--- config.mk ---
export PLATFORM = sky130hd
export DESIGN_NAME = ascon_blk_packer
export DESIGN_NICKNAME = d
export VERILOG_FILES = /design/src/rtl/ascon_pkg.sv /design/src/rtl/blk_slot.sv /design/src/rtl/ascon_blk_packer.sv
export SDC_FILE = /design/constraint.sdc
export NUM_CORES = 1
export LEC_CHECK = 0
export BUFFER_PORTS_ARGS = -buffer_cell sky130_fd_sc_hd__buf_2
export CORE_MARGIN = 2
export CORE_UTILIZATION = 45
export CTS_CLUSTER_DIAMETER = 200
export DETAILED_ROUTE_END_ITERATION = 8
export GPL_TIMING_DRIVEN = 0
export PLACE_DENSITY = 0.65
export SKIP_CTS_REPAIR_TIMING = 1
export SYNTH_ARGS = -nofsm -noshare
export SYNTH_HDL_FRONTEND = slang
export SYNTH_SLANG_ARGS = --single-unit
--- constraint.sdc ---
create_clock -name clk -period 4.2 [get_ports clk]
set_input_delay 1.26 -clock clk [delete_from_list [all_inputs] [get_ports clk]]
set_output_delay 1.26 -clock clk [all_outputs]
set_load 0.1 [all_outputs]
--- src/rtl/ascon_pkg.sv ---
// Shared definitions for the Ascon plaintext-side packer: state encoding,
// default block width and the byte-count width derivations.
package ascon_pkg;

    localparam int BLK_SIZE_DEF = 64;

    // Packer FSM encoding
    localparam logic [1:0] ST_IDLE  = 2'd0;
    localparam logic [1:0] ST_PACK  = 2'd1;
    localparam logic [1:0] ST_DRAIN = 2'd2;

    // Bytes per block
    function automatic int calc_nb(input int blk_size);
        return blk_size / 8;
    endfunction

    // Width of a count that must hold 0..NB inclusive
    function automatic int calc_nbw(input int blk_size);
        return $clog2(blk_size / 8) + 1;
    endfunction

endpackage

--- src/rtl/blk_slot.sv ---
// One-entry output register for packed blocks. Holds data, byte count and
// last flag stable while valid is high and the consumer is not ready.
module blk_slot #(
    parameter int BLK_SIZE = 64,
    parameter int NBW      = 4
) (
    input  logic                clk,
    input  logic                rst,
    input  logic                load_i,
    input  logic [BLK_SIZE-1:0] load_data_i,
    input  logic [NBW-1:0]      load_nbytes_i,
    input  logic                load_last_i,
    input  logic                ready_i,
    output logic                valid_o,
    output logic [BLK_SIZE-1:0] data_o,
    output logic [NBW-1:0]      nbytes_o,
    output logic                last_o,
    output logic                free_o
);

    logic                valid_q;
    logic [BLK_SIZE-1:0] data_q;
    logic [NBW-1:0]      nbytes_q;
    logic                last_q;

    // A handshake in the same cycle as a load frees the slot for the new entry
    assign free_o = ~valid_q | ready_i;

    // Slot register: load wins over handshake so valid stays high back-to-back
    // NOTE: sequential state uses <= so every flop samples pre-edge values.
    always_ff @(posedge clk or negedge rst) begin
        if (!rst) begin
            // NOTE: the payload is reset as well, since the block output must read zero out of reset.
            valid_q  <= 1'b0;
            data_q   <= '0;
            nbytes_q <= '0;
            last_q   <= 1'b0;
        end else if (load_i) begin
            valid_q  <= 1'b1;
            data_q   <= load_data_i;
            nbytes_q <= load_nbytes_i;
            last_q   <= load_last_i;
        end else if (ready_i) begin
            valid_q  <= 1'b0;
        end
    end

    assign valid_o  = valid_q;
    assign data_o   = data_q;
    assign nbytes_o = nbytes_q;
    assign last_o   = last_q;

endmodule

--- src/rtl/ascon_blk_packer.sv ---
// Byte-stream to block packer feeding the cipher plaintext port. Bytes are
// assembled MSB-first; a finished block moves into the output slot, or waits
// in the assembly register (afull) while the slot is still occupied.
module ascon_blk_packer
    import ascon_pkg::*;
#(
    parameter int BLK_SIZE = BLK_SIZE_DEF,
    parameter int NBW      = calc_nbw(BLK_SIZE)
) (
    input  logic                clk,
    input  logic                rst,
    input  logic                start,
    input  logic [7:0]          in_data,
    input  logic                in_valid,
    input  logic                in_last,
    input  logic                in_flush,
    output logic                in_ready,
    output logic [BLK_SIZE-1:0] blk_data,
    output logic [NBW-1:0]      blk_nbytes,
    output logic                blk_last,
    output logic                blk_valid,
    input  logic                blk_ready,
    output logic                busy
);

    localparam int             NB     = calc_nb(BLK_SIZE);
    localparam logic [NBW-1:0] NB_CNT = NBW'(NB);

    logic [1:0]          state_q, state_d;
    logic [NBW-1:0]      acnt_q, acnt_d;
    logic [BLK_SIZE-1:0] asm_data_q, asm_data_d;
    logic                asm_last_q, asm_last_d;
    logic                afull_q, afull_d;

    logic                accept, flush_acc, byte_acc;
    logic [BLK_SIZE-1:0] cmp_data;
    logic [NBW-1:0]      cmp_nbytes;
    logic                cmp_last, complete;
    logic                slot_free, slot_load;
    logic [BLK_SIZE-1:0] load_data;
    logic [NBW-1:0]      load_nbytes;
    logic                load_last;

    // Input acceptance and the assembly contents after this cycle's byte/flush
    // NOTE: every combinational output gets a default first so no latch is inferred.
    always_comb begin
        in_ready   = (state_q == ST_PACK) & ~afull_q;
        accept     = in_valid & in_ready;
        flush_acc  = accept & in_flush;
        byte_acc   = accept & ~in_flush;
        cmp_data   = asm_data_q;
        for (int i = 0; i < NB; i++) begin
            if (byte_acc && acnt_q == NBW'(i)) begin
                cmp_data[BLK_SIZE-1-8*i -: 8] = in_data;
            end
        end
        cmp_nbytes = byte_acc ? acnt_q + NBW'(1) : acnt_q;
        cmp_last   = flush_acc | (byte_acc & in_last);
        complete   = flush_acc | (byte_acc & ((cmp_nbytes == NB_CNT) | in_last));
    end

    // Slot load source: a parked block has priority (no completion can occur while parked)
    always_comb begin
        slot_load   = slot_free & (afull_q | complete);
        load_data   = afull_q ? asm_data_q : cmp_data;
        load_nbytes = afull_q ? acnt_q     : cmp_nbytes;
        load_last   = afull_q ? asm_last_q : cmp_last;
    end

    // Next-state for the FSM and the assembly register
    always_comb begin
        state_d    = state_q;
        acnt_d     = acnt_q;
        asm_data_d = asm_data_q;
        asm_last_d = asm_last_q;
        afull_d    = afull_q;

        case (state_q)
            ST_IDLE:  if (start) state_d = ST_PACK;
            ST_PACK:  if (complete && cmp_last) state_d = ST_DRAIN;
            ST_DRAIN: if (blk_valid && blk_ready && blk_last) state_d = ST_IDLE;
            default:  state_d = ST_IDLE;
        endcase

        if (slot_load) begin
            acnt_d     = '0;
            asm_data_d = '0;
            asm_last_d = 1'b0;
            afull_d    = 1'b0;
        end else if (complete) begin
            asm_data_d = cmp_data;
            acnt_d     = cmp_nbytes;
            asm_last_d = cmp_last;
            afull_d    = 1'b1;
        end else if (byte_acc) begin
            asm_data_d = cmp_data;
            acnt_d     = cmp_nbytes;
        end
    end

    // FSM and assembly registers
    always_ff @(posedge clk or negedge rst) begin
        if (!rst) begin
            state_q    <= ST_IDLE;
            acnt_q     <= '0;
            asm_data_q <= '0;
            asm_last_q <= 1'b0;
            afull_q    <= 1'b0;
        end else begin
            state_q    <= state_d;
            acnt_q     <= acnt_d;
            asm_data_q <= asm_data_d;
            asm_last_q <= asm_last_d;
            afull_q    <= afull_d;
        end
    end

    blk_slot #(
        .BLK_SIZE (BLK_SIZE),
        .NBW      (NBW)
    ) u_slot (
        .clk           (clk),
        .rst           (rst),
        .load_i        (slot_load),
        .load_data_i   (load_data),
        .load_nbytes_i (load_nbytes),
        .load_last_i   (load_last),
        .ready_i       (blk_ready),
        .valid_o       (blk_valid),
        .data_o        (blk_data),
        .nbytes_o      (blk_nbytes),
        .last_o        (blk_last),
        .free_o        (slot_free)
    );

    assign busy = (state_q != ST_IDLE);

endmodule

==> results.py <==
metrics = {
    "finish": {
        "drive_above_1_share": 0.525,
        "multi_input_area_sq_mm": 0.00238,
        "diodes": 0,
        "area_growth_pct": 20.6,
        "fillCellCount": 1170,
        "nets": 545,
        "regArea_sq_mm": 0.00355,
        "final_util": 0.556,
    },
    "worst_hold_path": {
        "hp-class": "flop to flop",
        "hp-start": "u_slot.data_o[16]$_DFFE_PN0P_",
    },
    "pwr": {
        "powerDensity_mw_per_mm2": 719,
        "p_leak_nw": 3.95,
        "ir_worst_vdd_v": 0.000336,
    },
    "placement": {
        "io_buffers": 86,
        "dp_slack_ns": 1.10,
        "place.gp.congestion": 0.784,
        "hpwl_um": 8190,
    },
    "critical_path": {
        "r2r_setup_slack_ns": 1.83,
        "arrival_ns": 1.90,
        "endpoint": "in_ready",
        "cp.required_ns": 2.94,
        "startpoint_type": "flop",
        "worstSetupEndpointType": "output pin",
        "rr_endpoint": "u_slot.data_o[56]$_DFFE_PN0P_",
        "worstPathMaxFanout": 10,
        "ff2ff_path_depth": 7,
        "critical_path_class": "flop to output pin",
        "critPathLaunch": "afull_q$_DFFE_PN0P_",
        "rr_startpoint": "acnt_q[1]$_DFFE_PN0P_",
    },
    "floorplanning": {
        "core_sq_mm": 0.0132,
        "die_w_um": 120,
        "num_rows": 42,
        "dieHeight_um": 120,
        "start_util": 0.461,
        "pin_count": 87,
        "die_area_sq_mm": 0.0145,
    },
    "yosys": {
        "synth.top_cell.area_share": 0.582,
        "synthesis.area_sq_mm": 0.00611,
        "synth_ff_type": "dfrtp_1",
        "syn_area_per_cell_sq_um": 14.5,
        "syn-num-nets": 439,
        "synth_edf_count": 0,
        "ys_ff_latch": 142,
        "yosysWarnings": 0,
        "synth_cells": 420,
        "async_flop_share": 1.00,
        "synth.yosys.seq_area_share": 0.582,
        "ys_types": 34,
        "synth_area_leaders": "dfrtp_1 58%, mux2_2 22%, nor2b_1 5.4%, nor2b_2 2.0%, buf_6 1.5%",
        "yosysTopAreaCell": "dfrtp_1",
    },
    "cts": {
        "tritoncts": "yes",
        "numClockSinks": 142,
        "clock-root-buffer": "clkbuf_16",
        "path_clk_slew_ns": 0.06,
        "clock_path_buffers": 2,
        "htree_levels": 4,
        "clk-insertion-delay-late_ns": 0.41,
        "cts_buffers": 17,
    },
    "timing": {
        "timing.final.crit_period_ns": 3.16,
        "timing.final.ws_setup_ns": 1.04,
        "setup_viol": 0,
        "tightest_slew_ns": 0.527,
        "clock.fmax_ghz": 0.316,
        "skew_ns": 0.00522,
        "rsz0062_at_grt": "false",
        "period_share": 0.753,
        "max-slew-margin-rel": 0.651,
        "slew_violations": 0,
        "whs_ns": 0.501,
        "hold_viol": 0,
    },
    "detailed_routing": {
        "vias_per_cell": 5.03,
        "drt_iter0_markers": 183,
        "wl_per_cell_um": 17.3,
        "routed_wl_um": 12300,
        "vias": 3600,
        "drt_pass1_iterations": 4,
        "ant_nets": 0,
        "drc": 0,
    },
    "global_route": {
        "grt_pass1_wl_um": 19900,
        "grt_antenna_before_repair": 0,
        "grt_max_degree": 93,
        "grt_pass1_vias": 3699,
        "grt_usage": 0.182,
        "overflow": 0,
    },
    "run_status": {
        "status": "complete, no violations",
    },
    "flow_run": {
        "cap_viol_max_count": 0,
    },
}
## area by class of cell
type | count | share of cell area
inverters | 8 | 0.00408
flip-flops and latches | 142 | 0.483
plain buffers | 17 | 0.0192
multi-input cells | 253 | 0.324
clock inverters | 6 | 0.0112
repair buffers | 87 | 0.0630
well taps | 176 | 0.0299
clock buffers | 26 | 0.0664
## where the power goes
| part | total [mW] | switching [mW] | internal (mW) |
|---|---|---|---|
| clock network | 1.45 | 0.532 | 0.919 |
| registers | 1.74 | 0.125 | 1.61 |
| logic | 2.10 | 1.56 | 0.544 |
| total | 5.29 | 2.22 | 3.08 |
## per-layer routing
layer,share of wire,up-vias,track usage
li1,-,1672,-
met1,0.49,1830,0.262
met2,0.46,78,0.269
met3,0.037,20,0.0396
met4,0.020,0,0.0698
met5,0,-,0
## flip-flops by register name, summed over array words and instances, names as in the netlist
name,cells
acnt_q,4
afull_q,1
asm_data_q,64
asm_last_q,1
state_q,2
u_slot.data_o,64
u_slot.last_o,1
u_slot.nbytes_o,4
u_slot.valid_o,1
## worst min-delay path by stage
stage	depth (start not counted)	end	slack, ns
4_1_cts	1	u_slot.data_o[16]$_DFFE_PN0P_	0.51
5_1_grt	1	u_slot.data_o[26]$_DFFE_PN0P_	0.52
2_1_floorplan	2	asm_data_q[63]$_DFFE_PN0P_	0.48
6_report	1	u_slot.data_o[16]$_DFFE_PN0P_	0.50
3_3_place_gp	1	u_slot.data_o[56]$_DFFE_PN0P_	0.48
3_5_place_dp	1	u_slot.data_o[23]$_DFFE_PN0P_	0.49
## per-stage QoR
step	TNS (ns)	instances	power, mW	instance area [sq um]
2_1_floorplan	0	420	3.49	6110
3_3_place_gp	-8.36	682	3.83	6760
3_5_place_dp	0	683	3.88	6790
4_1_cts	0	715	5.34	7360
5_1_grt	0	715	5.52	7360
6_report	0	715	5.29	7360
## cells by family (layout without fill, tap and decap cells)
family / Yosys count / in the layout / synth area share
AO/OA/AOI/OAI: 14 / 14 / 0.0168
XOR/XNOR: 4 / 4 / 0.00574
adder cells (fa/ha/maj): 4 / 4 / 0.00820
buffers and inverters: 25 / 144 / 0.0281
flip-flops: 142 / 142 / 0.582
multiplexers: 133 / 133 / 0.248
AND/OR/NAND/NOR: 98 / 98 / 0.112
## placed cells by master, fill, tap and decap left out, drive strengths merged, types with 5 or more instances in the layout
master,n
nor2b,67
mux2i,6
buf,101
inv,8
nand4,8
mux2,127
dfrtp,142
nor2,7
o21ai,5
clkbuf,29
nand2,5
## synthesized netlist by cell type, drive strengths merged (2+ instances only)
cell type  count
ha             4
buf           14
nand2          5
dfrtp        142
nor2           7
xor2           2
nor2b         67
o21ai          5
clkbuf         3
a21oi          2
or2            2
mux2i          6
xnor2          2
and3           2
inv            8
nand4          8
and4           2
nand3          2
mux2         127
## worst max-delay path: stages, from the launching register on
cell and delay (ns):
dfrtp_1 0.43, nor3b_4 0.40, buf_6 0.22, buf_2 0.44
Note: power is estimated with default switching activity, not from simulation.
